[src/rtl/decode_issue.sv]
// Decode/issue stage for RV32I OP and OP-IMM: register file, write-back port, registered ALU bundle.
// Optional RAW interlock when SCOREBOARD_EN is defined; without it the producer must space dependents.
module decode_issue #(
  parameter  int unsigned XLEN     = 32,
  parameter  int unsigned NUM_REGS = 32,
  localparam int unsigned RIDX_W   = $clog2(NUM_REGS),
  localparam int unsigned ILEN     = 32,
  localparam int unsigned OP_W     = 6
) (
  input  logic              clk,
  input  logic              reset,
  input  logic              in_valid,
  output logic              in_ready,
  input  logic [ILEN-1:0]   in_instr,
  output logic              out_valid,
  input  logic              out_ready,
  output logic [OP_W-1:0]   out_op,
  output logic [XLEN-1:0]   out_rv1,
  output logic [XLEN-1:0]   out_rv2,
  output logic [RIDX_W-1:0] out_rd,
  output logic              out_we,
  output logic              out_illegal,
  input  logic              wb_en,
  input  logic [RIDX_W-1:0] wb_rd,
  input  logic [XLEN-1:0]   wb_data
);

  localparam int unsigned IMM_W      = 12;
  localparam logic [6:0]  OPC_OP_IMM = 7'b0010011;
  localparam logic [6:0]  OPC_OP     = 7'b0110011;

  // Register file and output bundle state
  logic [XLEN-1:0]   regs_q [NUM_REGS];
  logic [XLEN-1:0]   regs_d [NUM_REGS];
  logic              valid_q,   valid_d;
  logic [OP_W-1:0]   op_q,      op_d;
  logic [XLEN-1:0]   rv1_q,     rv1_d;
  logic [XLEN-1:0]   rv2_q,     rv2_d;
  logic [RIDX_W-1:0] rd_q,      rd_d;
  logic              we_q,      we_d;
  logic              illegal_q, illegal_d;

  // Decode fields
  logic [6:0]        opcode_c;
  logic              is_op_c;
  logic              is_opimm_c;
  logic              legal_c;
  logic [RIDX_W-1:0] rs1_c;
  logic [RIDX_W-1:0] rs2_c;
  logic [RIDX_W-1:0] rd_c;
  logic [XLEN-1:0]   imm_c;
  logic [XLEN-1:0]   rs1_val_c;
  logic [XLEN-1:0]   rs2_val_c;
  logic              we_c;
  logic              hazard_c;
  logic              in_ready_c;
  logic              accept_c;

  always_comb begin
    opcode_c   = in_instr[6:0];
    is_op_c    = (opcode_c == OPC_OP);
    is_opimm_c = (opcode_c == OPC_OP_IMM);
    legal_c    = is_op_c || is_opimm_c;
    rd_c       = in_instr[11:7];
    rs1_c      = in_instr[19:15];
    rs2_c      = in_instr[24:20];
    imm_c      = {{(XLEN-IMM_W){in_instr[31]}}, in_instr[31:20]};
    we_c       = legal_c && (rd_c != '0);
  end

  // Operand read: x0 is zero, a same-cycle write-back forwards over the stale entry
  always_comb begin
    if (rs1_c == '0) begin
      rs1_val_c = '0;
    end else if (wb_en && (wb_rd == rs1_c)) begin
      rs1_val_c = wb_data;
    end else begin
      rs1_val_c = regs_q[rs1_c];
    end
    if (rs2_c == '0) begin
      rs2_val_c = '0;
    end else if (wb_en && (wb_rd == rs2_c)) begin
      rs2_val_c = wb_data;
    end else begin
      rs2_val_c = regs_q[rs2_c];
    end
  end

`ifdef SCOREBOARD_EN
  logic [NUM_REGS-1:0] pend_q, pend_d;
  logic                rs1_busy_c;
  logic                rs2_busy_c;

  // A pending source blocks issue unless its write-back lands this very cycle
  always_comb begin
    rs1_busy_c = legal_c && pend_q[rs1_c] && !(wb_en && (wb_rd == rs1_c));
    rs2_busy_c = is_op_c && pend_q[rs2_c] && !(wb_en && (wb_rd == rs2_c));
    hazard_c   = rs1_busy_c || rs2_busy_c;
  end

  // Set after clear so a same-index issue keeps the entry pending
  always_comb begin
    pend_d = pend_q;
    if (wb_en) begin
      pend_d[wb_rd] = 1'b0;
    end
    if (accept_c && we_c) begin
      pend_d[rd_c] = 1'b1;
    end
    pend_d[0] = 1'b0;
  end

  always_ff @(posedge clk or posedge reset) begin
    if (reset) begin
      pend_q <= '0;
    end else begin
      pend_q <= pend_d;
    end
  end
`else
  assign hazard_c = 1'b0;
`endif

  assign in_ready_c = (!valid_q || out_ready) && !hazard_c;
  assign accept_c   = in_valid && in_ready_c;

  always_comb begin
    for (int unsigned i = 0; i < NUM_REGS; i++) begin
      regs_d[i] = regs_q[i];
    end
    if (wb_en && (wb_rd != '0)) begin
      regs_d[wb_rd] = wb_data;
    end
  end

  // Bundle loads on accept, drains on out_ready, otherwise holds
  always_comb begin
    valid_d   = valid_q;
    op_d      = op_q;
    rv1_d     = rv1_q;
    rv2_d     = rv2_q;
    rd_d      = rd_q;
    we_d      = we_q;
    illegal_d = illegal_q;
    if (accept_c) begin
      valid_d   = 1'b1;
      rd_d      = rd_c;
      we_d      = we_c;
      illegal_d = !legal_c;
      if (legal_c) begin
        op_d  = {in_instr[30], in_instr[14:12], in_instr[5], 1'b1};
        rv1_d = rs1_val_c;
        rv2_d = is_op_c ? rs2_val_c : imm_c;
      end else begin
        op_d  = '0;
        rv1_d = '0;
        rv2_d = '0;
      end
    end else if (out_ready) begin
      valid_d = 1'b0;
    end
  end

  always_ff @(posedge clk or posedge reset) begin
    if (reset) begin
      for (int unsigned i = 0; i < NUM_REGS; i++) begin
        regs_q[i] <= '0;
      end
      valid_q   <= 1'b0;
      op_q      <= '0;
      rv1_q     <= '0;
      rv2_q     <= '0;
      rd_q      <= '0;
      we_q      <= 1'b0;
      illegal_q <= 1'b0;
    end else begin
      for (int unsigned i = 0; i < NUM_REGS; i++) begin
        regs_q[i] <= regs_d[i];
      end
      valid_q   <= valid_d;
      op_q      <= op_d;
      rv1_q     <= rv1_d;
      rv2_q     <= rv2_d;
      rd_q      <= rd_d;
      we_q      <= we_d;
      illegal_q <= illegal_d;
    end
  end

  assign in_ready    = in_ready_c;
  assign out_valid   = valid_q;
  assign out_op      = op_q;
  assign out_rv1     = rv1_q;
  assign out_rv2     = rv2_q;
  assign out_rd      = rd_q;
  assign out_we      = we_q;
  assign out_illegal = illegal_q;

endmodule
[config.mk]
export PLATFORM = sky130hd
export DESIGN_NAME = decode_issue
export DESIGN_NICKNAME = d
export VERILOG_FILES = /design/src/rtl/decode_issue.sv
export SDC_FILE = /design/constraint.sdc
export NUM_CORES = 2
export LEC_CHECK = 0
export ABC_CLOCK_PERIOD_IN_PS = 37100
export BUFFER_PORTS_ARGS = -buffer_cell sky130_fd_sc_hd__buf_2
export CAP_MARGIN = 20
export CORE_MARGIN = 2
export CORE_UTILIZATION = 57
export CTS_CLUSTER_SIZE = 24
export DETAILED_ROUTE_END_ITERATION = 12
export PLACE_DENSITY_LB_ADDON = 0.2
export SLEW_MARGIN = 15
export SYNTH_ARGS = -nofsm -noshare
export SYNTH_HDL_FRONTEND = slang
export SYNTH_SLANG_ARGS = --single-unit
[constraint.sdc]
create_clock -name clk -period 37.1 [get_ports clk]
set_clock_uncertainty 0.05 [all_clocks]
set_input_delay 3.71 -clock clk [delete_from_list [all_inputs] [get_ports clk]]
set_output_delay 3.71 -clock clk [all_outputs]
set_load 0.005 [all_outputs]
==> impl_metrics.toml <==
[worst_hold_path]
hp-class = "register to register"

[critical_path]
worst-endpoint-arrival_ps = 8720
cp_slowest_cell = "buf_4"
critPathTopFamily = "buffers and inverters"
slowest_delay_ps = 800
cp-end-kind = "register"
path_common_cell = "buf_4"
startpoint_type = "input port"
path_cells = "buf_8, buf_4, buf_4, buf_4, buf_4, mux2_2, o22ai_1, a2111oi_0, a221oi_1, a32oi_1"
worst-path-buf-inv = 5
worstPathRequired_ps = 37670
worstPathMaxFanout = 57
path_class = "input port to register"

[sta]
setup_viol = 0
tns_ps = 0
hold_viol_final = 0
fmax_mhz = 123
rsz0062_at_grt = "no"
hold_slack_ps = 347
min_period_ps = 8150
fin_crit_sh_pct = 22.0
slew_viol_final = 0
tightest_slew_ps = 1300
slew_headroom_pct = 12.9

[grt]
grt_use_met1_pct = 52.7
grt_max_degree = 158
grt_use_total_pct = 37.5
grt_overflow_total = 0
use_met3_pct = 9.08
busiest_layer = "met2"
use_met2_pct = 55.5
grt_pass1_vias = 40144
antenna_found_initial = 9
grt_first_pass_wirelength_um = 282000

[floorplanning]
dieArea_mm2 = 0.104
fp.dieW_um = 323
core_mm2 = 0.101
num_rows = 117
die_h_um = 323
start_util_pct = 57.3
ioPinCount = 153

[layout]
regArea_mm2 = 0.0276
multi_input_area_mm2 = 0.0286
syn_to_final_growth_pct = 9.55
drive_gt1_share_pct = 45.5
fill_cells = 7730
final_nets = 4138

[power]
ir_drop_uv = 41.0
leakage_nw = 28.1
p_per_area_mw_per_mm2 = 54.2

[synthesis]
synth_edf_count = 0
ys_ff_latch = 1102
synthArstFlopShare_pct = 100
yosys.area.top_type_share_pct = 47.5
synth.distinct_cells = 73
synth_flop_cell = "dfrtp_1"
syn_inst = 4152
seq_area_frac_synth_pct = 47.5
synth.largest_area_cell = "dfrtp_1"
synth_area_per_cell_um2 = 14.0
yosys_warnings = 0
syn_nets = 4226
yosys-top-cells-area = "dfrtp_1 (48%), mux2_2 (20%), mux4_2 (14%)"
netlist_area_mm2 = 0.0580

[routing]
drt-initial-drc-count = 4929
wirelength_um = 194000
ant_nets = 0
wire_per_inst_um = 35.0
drcViolationCount = 0
drt-vias-per-instance = 7.26
firstDrtPassIters = 6
vias = 40235

[clock_tree]
clk_latency_ps = 720
cts_root_buffer = "clkbuf_16"
clockBufferDepth = 3
tritoncts = "built"
cts_inserted_buffers = 116
clk_pin_slew_ps = 60
htree_num_levels = 3
hold_buffers = 0
clkSinkCount = 1102
cts_resized = 0
cts_setup_buffers = 0

[placement]
portBuffers = 152
routabilityCongestion = 0.857
dp_hpwl_um = 111000

[run_status]
status = "complete, no violations"

[run]
cap_violations = 0
-- metrics by stage --
stage	utilization, %	cells	total power, mW	setup WS (ps)	area [um2]
floorplan	-	4152	2.04	2310	58000
global placement	58.7	5313	2.18	28370	59500
detailed placement	58.7	5313	2.21	28270	59500
CTS	62.7	5533	3.44	28980	63500
global route	62.7	5534	3.57	28540	63600
finish	62.8	5540	3.45	28950	63600
-- Yosys cell counts, types with 6 or more instances --
library cell	number
a2111oi_0	16
a211oi_1	42
a21oi_1	33
a221oi_1	15
a22o_1	43
a22oi_1	112
a31o_2	9
a31oi_1	6
a32o_1	8
a32oi_1	10
and3_1	8
buf_1	63
buf_2	63
buf_4	20
buf_6	20
clkbuf_1	285
dfrtp_1	1102
mux2_1	6
mux2_2	1014
mux2i_1	263
mux4_1	6
mux4_2	359
nand2_1	176
nand2b_1	12
nand3_1	21
nand4_1	20
nor2_1	62
nor2b_1	24
nor3_1	41
o21ai_0	37
o221ai_1	37
o22ai_1	68
o31ai_1	37
or3_1	14
or4_1	6
xnor2_1	10
-- registers in the layout, indices dropped and copies added (netlist names) --
register and flops:
out_op 6, regs_q 1024, out_valid 1, out_illegal 1, out_rd 5, out_we 1
out_rv2 32, out_rv1 32
-- cells in the final DEF (no fill, tap or decap), types with 11 or more instances in the layout --
cell	synthesis	layout
nand2_2	0	13
dfrtp_1	1102	1102
buf_4	20	99
nand4_1	20	20
o221ai_1	37	37
a21oi_1	33	33
a22o_1	43	43
nand3_1	21	17
o21ai_0	37	37
nor2_1	62	47
clkinv_2	0	26
nor3_1	41	40
a211oi_1	42	42
o22ai_1	68	68
clkbuf_1	285	22
a2111oi_0	16	16
mux2_2	1014	1014
nor2b_1	24	18
nand2_1	176	162
nand2b_1	12	11
mux2i_1	263	263
a22oi_1	112	112
clkbuf_8	0	38
clkbuf_16	0	119
a221oi_1	15	15
o31ai_1	37	37
nor2_4	0	14
buf_2	63	146
mux4_2	359	359
-- routing by layer --
metal  wire length, um  up-vias
met5                28        -
li1                  -    15809
met3             21200      573
met1             76700    21448
met2             86000     2401
met4             10100        4
-- power breakdown --
group	switching [mW]	internal, mW
sequential	0.159	1.42
combinational	0.271	0.362
clock	0.509	0.731
-- logic make-up after synthesis --
family / Yosys count / share of synthesized area, %
mux: 1651 / 38.6
buf+inv: 462 / 3.70
compound gates: 509 / 6.54
flops: 1102 / 47.5
xor+xnor: 10 / 0.151
simple gates: 418 / 3.47
-- final timing paths --
check | startpoint | to | slack (ps) | depth (start not counted)
worst max register to register | out_valid | out_rv2[4] | 33920 | 7
max in group asynchronous | reset | regs_q[973] | 29860 | 6
worst min register to register | regs_q[1014] | regs_q[1014] | 350 | 0
worst min-delay path | regs_q[1014] | regs_q[1014] | 350 | 0
worst max-delay path | in_instr[20] | out_rv2[11] | 28950 | 10
min in group asynchronous | reset | regs_q[154] | 3090 | 2
-- cell type report --
class                           instances  share of cell area, %
Multi-Input combinational cell       2588                   44.9
Sequential cell                      1102                   43.4
Clock buffer                          179                   5.64
Tap cell                             1368                   2.69
Timing Repair Buffer                  253                   2.55
Clock inverter                         41                  0.770
Inverter                                3                 0.0295
Antenna cell                            6                 0.0236
Note: power is estimated with default switching activity, not from simulation.
